## src/rtl/overflow_monitor.sv

```systemverilog
// Overflow statistics: sticky per-bit flags plus two windowed, saturating
// overflow counters with end-of-window snapshots and a 4-phase clear handshake.

module overflow_monitor_chan #(
  parameter int CNT_WIDTH = 16
) (
  input  logic                 clk,
  input  logic                 rst_i,
  input  logic [1:0]           ov,
  input  logic                 step,
  input  logic                 term,
  input  logic                 clr,
  output logic [CNT_WIDTH-1:0] count
);
  logic [CNT_WIDTH-1:0] acc;
  logic [1:0]           inc;
  logic [CNT_WIDTH:0]   sum;
  logic [CNT_WIDTH-1:0] sat;

  // One extra sum bit catches the carry; inc <= 2 cannot overflow it.
  assign inc = {1'b0, ov[0]} + {1'b0, ov[1]};
  assign sum = {1'b0, acc} + (CNT_WIDTH+1)'(inc);
  assign sat = sum[CNT_WIDTH] ? '1 : sum[CNT_WIDTH-1:0];

  always_ff @(posedge clk or posedge rst_i) begin
    if (rst_i) begin
      acc   <= '0;
      count <= '0;
    end else if (clr) begin
      acc   <= '0;
      count <= '0;
    end else if (step) begin
      if (term) begin
        count <= sat;
        acc   <= '0;
      end else begin
        acc   <= sat;
      end
    end
  end
endmodule

module overflow_monitor #(
  parameter int WINDOW_LEN = 1024,
  parameter int CNT_WIDTH  = 16
) (
  input  logic                 clk,
  input  logic                 rst_i,
  input  logic                 enable_i,
  input  logic [3:0]           overflow_i,
  input  logic                 clear_req_i,
  output logic                 clear_ack_o,
  output logic [3:0]           sticky_o,
  output logic [CNT_WIDTH-1:0] ovf_count_1_o,
  output logic [CNT_WIDTH-1:0] ovf_count_2_o,
  output logic                 window_done_o
);
  localparam int NUM_CH = 2;
  localparam int WC_W   = $clog2(WINDOW_LEN);
  localparam logic [WC_W-1:0] LAST = WC_W'(WINDOW_LEN-1);

  typedef enum logic [1:0] {RUN, CLEAR, WAIT_REL} state_t;

  state_t                             state;
  logic [3:0]                         ov_r;
  logic                               en_r;
  logic [WC_W-1:0]                    wcnt;
  logic                               step, term, clr;
  logic [NUM_CH-1:0][1:0]             ov_pair;
  logic [NUM_CH-1:0][CNT_WIDTH-1:0]   counts;

  // A pending clear request pre-empts counting, including a terminal cycle.
  assign step    = (state == RUN) && !clear_req_i && en_r;
  assign term    = step && (wcnt == LAST);
  assign clr     = (state == CLEAR);
  assign ov_pair = ov_r;

  generate
    for (genvar g = 0; g < NUM_CH; g++) begin : g_ch
      overflow_monitor_chan #(.CNT_WIDTH(CNT_WIDTH)) u_ch (
        .clk   (clk),
        .rst_i (rst_i),
        .ov    (ov_pair[g]),
        .step  (step),
        .term  (term),
        .clr   (clr),
        .count (counts[g])
      );
    end
  endgenerate

  assign ovf_count_1_o = counts[0];
  assign ovf_count_2_o = counts[1];

  always_ff @(posedge clk or posedge rst_i) begin
    if (rst_i) begin
      state         <= RUN;
      ov_r          <= '0;
      en_r          <= 1'b0;
      wcnt          <= '0;
      sticky_o      <= '0;
      clear_ack_o   <= 1'b0;
      window_done_o <= 1'b0;
    end else begin
      ov_r          <= overflow_i;
      en_r          <= enable_i;
      window_done_o <= term;
      case (state)
        RUN: begin
          if (clear_req_i) begin
            state <= CLEAR;
          end else if (en_r) begin
            sticky_o <= sticky_o | ov_r;
            wcnt     <= (wcnt == LAST) ? '0 : wcnt + WC_W'(1);
          end
        end
        CLEAR: begin
          wcnt        <= '0;
          sticky_o    <= '0;
          clear_ack_o <= 1'b1;
          state       <= WAIT_REL;
        end
        WAIT_REL: begin
          if (!clear_req_i) begin
            clear_ack_o <= 1'b0;
            state       <= RUN;
          end
        end
        default: state <= RUN;
      endcase
    end
  end
endmodule
```

## config.mk

```make
export PLATFORM = sky130hd
export DESIGN_NAME = overflow_monitor
export DESIGN_NICKNAME = d
export VERILOG_FILES = /design/src/rtl/overflow_monitor.sv
export SDC_FILE = /design/constraint.sdc
export NUM_CORES = 1
export LEC_CHECK = 0
export CORE_ASPECT_RATIO = 1.1
export CORE_MARGIN = 1
export CORE_UTILIZATION = 60
export CTS_CLUSTER_DIAMETER = 80
export CTS_CLUSTER_SIZE = 10
export DETAILED_ROUTE_END_ITERATION = 16
export PLACE_DENSITY = 0.83
export SYNTH_ARGS = -nofsm -noshare
export SYNTH_HDL_FRONTEND = slang
export SYNTH_SLANG_ARGS = --single-unit
```

## constraint.sdc

```tcl
create_clock -name clk -period 5 [get_ports clk]
set_clock_uncertainty 0.1 [all_clocks]
set_input_delay 0.5 -clock clk [delete_from_list [all_inputs] [get_ports clk]]
set_output_delay 0.5 -clock clk [all_outputs]
set_load 0.1 [all_outputs]
```

# Word-level counts from Yosys, hierarchy flattened
# Cells that the tools add are included.
# Widths: inputs -> output; s select.
[totals]
register_bits = 87
out_inout_bits = 38
elab_cells = 63
[op_classes]
mux = 26
eq_ne = 7
bitwise_logic = 1
add_sub_neg = 5
reduce_logical = 13
[op_table]
columns = ["operator", "n"]
rows = [
  ["$mux 16", 14],
  ["$add 16x2->17", 2],
  ["$mux 10", 3],
  ["$pmux 10 s2", 1],
  ["$add 10x1->10 const B", 1],
  ["$eq 10x10->1 const B", 1],
  ["$mux 4", 2],
  ["$ne 2x2->1 const B", 4],
  ["$pmux 4 s2", 1],
  ["$reduce_bool 2->1", 4],
  ["$pmux 2 s3", 1],
  ["$reduce_and 2->1", 3],
  ["$add 1x1->2", 2],
  ["$mux 2", 2],
  ["$or 4x4->4", 1],
  ["$logic_and 1x1->1", 3],
  ["$reduce_and 3->1", 1],
  ["$eq 2x1->1 const B", 1],
  ["$eq 2x2->1 const B", 1],
  ["$logic_not 2->1", 1],
  ["$pmux 1 s2", 1],
  ["$logic_not 1->1", 1],
  ["$mux 1", 1],
]

# Logic depth before layout (Yosys ltp)
[depth]
ltp_word = 7
ltp_mapped = 9

# By module
# A second synthesis with hierarchy kept.
[hier_totals]
hier_cells = 483
area_unflattened_um2 = 4694.5
[by_module_without_submodules]
columns = ["module", "cells_each", "n_inst", "area_per_inst_um2", "seq_area_each_um2"]
rows = [
  ["overflow_monitor_chan", 199, 2, 1861.8, 800.8],
  ["overflow_monitor", 85, 1, 970.9, 575.6],
]

# Worst setup path before layout
# Ideal clock, no wire load.
[synth_timing]
path_type = "register to register"
from = "reg g_ch[1].u_ch.acc[0]"
to = "reg g_ch[1].u_ch.count[15]"
slack_ns = 2.647
stages_incl_launch_ff = 10
n_path_buf = 1
arrival_time_ns = 2.171
cell_sequence = "dfrtp_1 > inv_1 > fa_1 > inv_1 > ha_1 > nand3_1 > nor4_4 > buf_6 > nand2_2 > a31oi_1"
[synth_between]
elab_chain_cells = 5
[synth_rtl]
columns = ["element", "line", "rtl"]
rows = [
  ["start: declaration", "15", "logic [CNT_WIDTH-1:0] acc;"],
  ["start signal: assignment", "37", "acc <= sat;"],
  ["$add 16x2->17", "22", "assign sum = {1'b0, acc} + (CNT_WIDTH+1)'(inc);"],
  ["$mux 16", "23", "assign sat = sum[CNT_WIDTH] ? '1 : sum[CNT_WIDTH-1:0];"],
  ["$mux 16", "33", "if (term) begin"],
  ["$mux 16", "32", "end else if (step) begin"],
  ["$mux 16", "29", "end else if (clr) begin"],
  ["end signal: assignment", "34", "count <= sat;"],
  ["end: declaration", "13", "output logic [CNT_WIDTH-1:0] count"],
]
# Every way passes these cells. The select of a mux whose other input is x is not followed.
# A chain may end at the register's enable or synchronous reset.

# Worst setup path after layout
[layout_timing]
from = "reg g_ch[1].u_ch.acc[0]"
to = "reg g_ch[1].u_ch.count[12]"
# Same word-level chain as after synthesis.

==> results.cfg <==
[global_routing]
grt_usage_pct = 29.4
grt_max_degree = 47
grt_pass1_wl_um = 18200
antenna_found_initial = 0
grt_overflow = 0
grt_pass1_vias = 3714

[clock_network]
hold_buffers = 0
cts_resized = 0
cts_tree = yes
post-cts-setup-buffers = 0
numCtsBuffers = 9
ctsRootBufferMaster = clkbuf_8
clk-insertion-delay-late_ns = 0.36
htreeDepth = 3
path_clk_slew_ns = 0.09
clockBufferDepth = 2
clock_sinks = 87

[finish]
diodes = 0
drive_gt1_share_pct = 7.62
area_growth_pct = 14.9
finalNonFillerCells = 599
fin_nets = 520

[yosys]
synthXorXnorAreaFrac_pct = 2.10
synth_cell_types = 56
syn-num-nets = 491
yosys.area_share.simple_pct = 17.9
yosysTopAreaCellShare_pct = 47.3
synth_seq_cells = 87
synth_area_leaders = dfrtp_1 (47%), a21oi_1 (4.6%), o21ai_0 (4.2%)
synth_enable_flop_cells = 0
async_flop_share_pct = 100
synth_compound_area_share_pct = 24.0
syn-mean-instance-area_um2 = 9.62
synth_cells = 478
synth_mux_area_share_pct = 1.31
yosysTopAreaCell = dfrtp_1
synth_area_um2 = 4600
synthAdderAreaFrac_pct = 1.69
synth_ff_type = dfrtp_1
ys_seq_area_share_pct = 47.3
synth_top_family_by_area = compound AO/OA/AOI/OAI gates
yosys_warnings = 0

[worst_setup_path]
critPathMaxStageDelay_ns = 0.95
critPathLaunchType = flip-flop
critPathTopFamily = simple AND/OR/NAND/NOR gates
cp.arrival_ns = 3.18
worstPathRequired_ns = 5.12
path_cells = inv_1 -> fa_1 -> inv_1 -> ha_1 -> nand3_1 -> nor4_4 -> mux2i_1 -> o22ai_1
critical_path_class = reg -> reg
crit_path_end_kind = flip-flop
cp_num_buf_inv = 2
crit_fanout = 18
r2r-start = g_ch[1].u_ch.acc[0]$_DFFE_PP0P_
crit_path_start = g_ch[1].u_ch.acc[0]$_DFFE_PP0P_
cp_slowest_cell = nor4_4
path_common_cell = inv_1

[die]
ios = 46
core_area_um2 = 7430
die_area_um2 = 8020
dieWidth_um = 85.5
num_rows = 33
start_util_pct = 61.9
die_h_um = 93.8

[placed_design]
dp.cells = 583
dp_hpwl_um = 7110
io_buffers = 45
gp_congestion = 0.869

[flow_run]
max_cap_violations = 0

[timing]
drv_slew = 0
finalHoldViolations = 0
period_share_pct = 61.3
max-slew-margin-rel_pct = 21.7
fmax_mhz = 326
worstMarginPinSlew_ns = 1.17
min_period_ns = 3.06
fin_setup_tns_ns = 0
setup_violations = 0
grt_setup_unrepaired = no

[hold_path]
hp-class = reg -> reg
hold_start = sticky_o[3]$_DFFE_PP0P_

[route]
drc = 0
route.final.wire_length_um = 10800
drtPass1Iterations = 7
ant_nets = 0
vias_per_cell = 6.60
routed-via-count = 3952
wl_per_cell_um = 18.1
drt-initial-drc-count = 375

[pwr]
pwr_density_cell_nw_per_um2 = 362
vdd_drop_max_mv = 0.341
leakagePower_nw = 2.07

[run_status]
status = finished, final reports clean
Yosys cell counts, types with 3 or more instances:
cell and count:
a2111oi_4 4, a21boi_0 3, a21oi_1 42, a22oi_1 4, a2bb2oi_1 5, a31oi_1 12, and3_1 4, and4_1 3
buf_2 9, buf_6 3, clkbuf_1 17, dfrtp_1 87, ha_1 3, inv_1 25, mux2i_1 6, nand2_1 43
nand2b_1 4, nand3_1 15, nand4_1 11, nor2_1 21, nor3_1 12, nor4_1 10, o211ai_1 5, o21ai_0 39
o22ai_1 16, o2bb2ai_1 13, o31ai_1 4, or3_1 5, or4_1 4, xnor2_1 8, xor2_1 3
power breakdown:
part           internal (mW)  switching (mW)
Sequential             0.756          0.0502
Clock                  0.311           0.255
Combinational          0.143           0.394
worst reg2reg max path: stages (launching register included):
cell	delay, ns
dfrtp_1	0.33
inv_1	0.06
fa_1	0.46
inv_1	0.08
ha_1	0.22
nand3_1	0.26
nor4_4	0.95
mux2i_1	0.35
o22ai_1	0.12
registers in the layout, indices dropped and copies added, names as in the netlist:
register,count
state,2
window_done_o,1
ov_pair,4
sticky_o,4
wcnt,10
g_ch.u_ch.acc,32
clear_ack_o,1
g_ch.u_ch.count,32
en_r,1
metrics by stage:
step	instance area [um2]	hold WS, ns	power [mW]	util (%)	setup slack (ns)
after floorplan	4600	0.383	1.22	-	2.15
after global placement	5050	0.380	1.34	67.9	1.97
after detailed placement	5050	0.390	1.35	67.9	1.86
after CTS	5280	0.420	1.91	71.1	1.96
after global routing	5280	0.451	1.99	71.1	1.71
final	5280	0.412	1.91	71.1	1.94
metal layers:
metal,share of wire (%),track usage (%)
met1,44,41.5
met2,47,45.1
met3,6.5,3.51
met4,2.5,14.4
met5,0,0
worst paths after layout:
check | slack, ns | to | cells past startpoint
max | 1.94 | g_ch[1].u_ch.count[12]$_DFFE_PP0P_ | 8
min in group asynchronous | 0.45 | state[1]$_DFFE_PP0P_ | 2
min reg2reg | 0.41 | sticky_o[3]$_DFFE_PP0P_ | 2
min | 0.41 | sticky_o[3]$_DFFE_PP0P_ | 2
max reg2reg | 1.94 | g_ch[1].u_ch.count[12]$_DFFE_PP0P_ | 8
max in group asynchronous | 3.31 | g_ch[1].u_ch.acc[0]$_DFFE_PP0P_ | 3
final cells by class:
type	instances	area [um2]
clock buffers	12	155
clock inverters	4	76.3
fillers	562	2150
inverters	25	95.1
multi-input cells	333	2170
flip-flops and latches	87	2180
well taps	87	109
repair buffers	51	495
cell families (layout without fill, tap and decap cells):
group                      Yosys count  after routing
muxes                                6              6
and+or+nand+nor                    149            149
buffers and inverters               58             92
DFF                                 87             87
adders and majority gates            5              5
AOI/OAI and AO/OA                  162            162
xor gates and xnor gates            11             11
placed cells by master, fill, tap and decap left out, types with 4 or more instances in the layout:
master            n
nor4_1           10
nor3_1           12
clkbuf_8         11
inv_1            24
mux2i_1           6
or4_1             4
a2bb2oi_1         5
o211ai_1          5
or3_1             5
dfrtp_1          87
xnor2_1           8
o2bb2ai_1        13
a22oi_1           4
o22ai_1          16
a21oi_1          42
nand3_1          15
nand4_1          11
clkdlybuf4s50_1  45
and3_1            4
nand2_1          43
nand2b_1          4
a2111oi_4         4
nor2_1           21
o21ai_0          39
buf_4             6
a31oi_1          12
(Power assumes the default switching activity.)
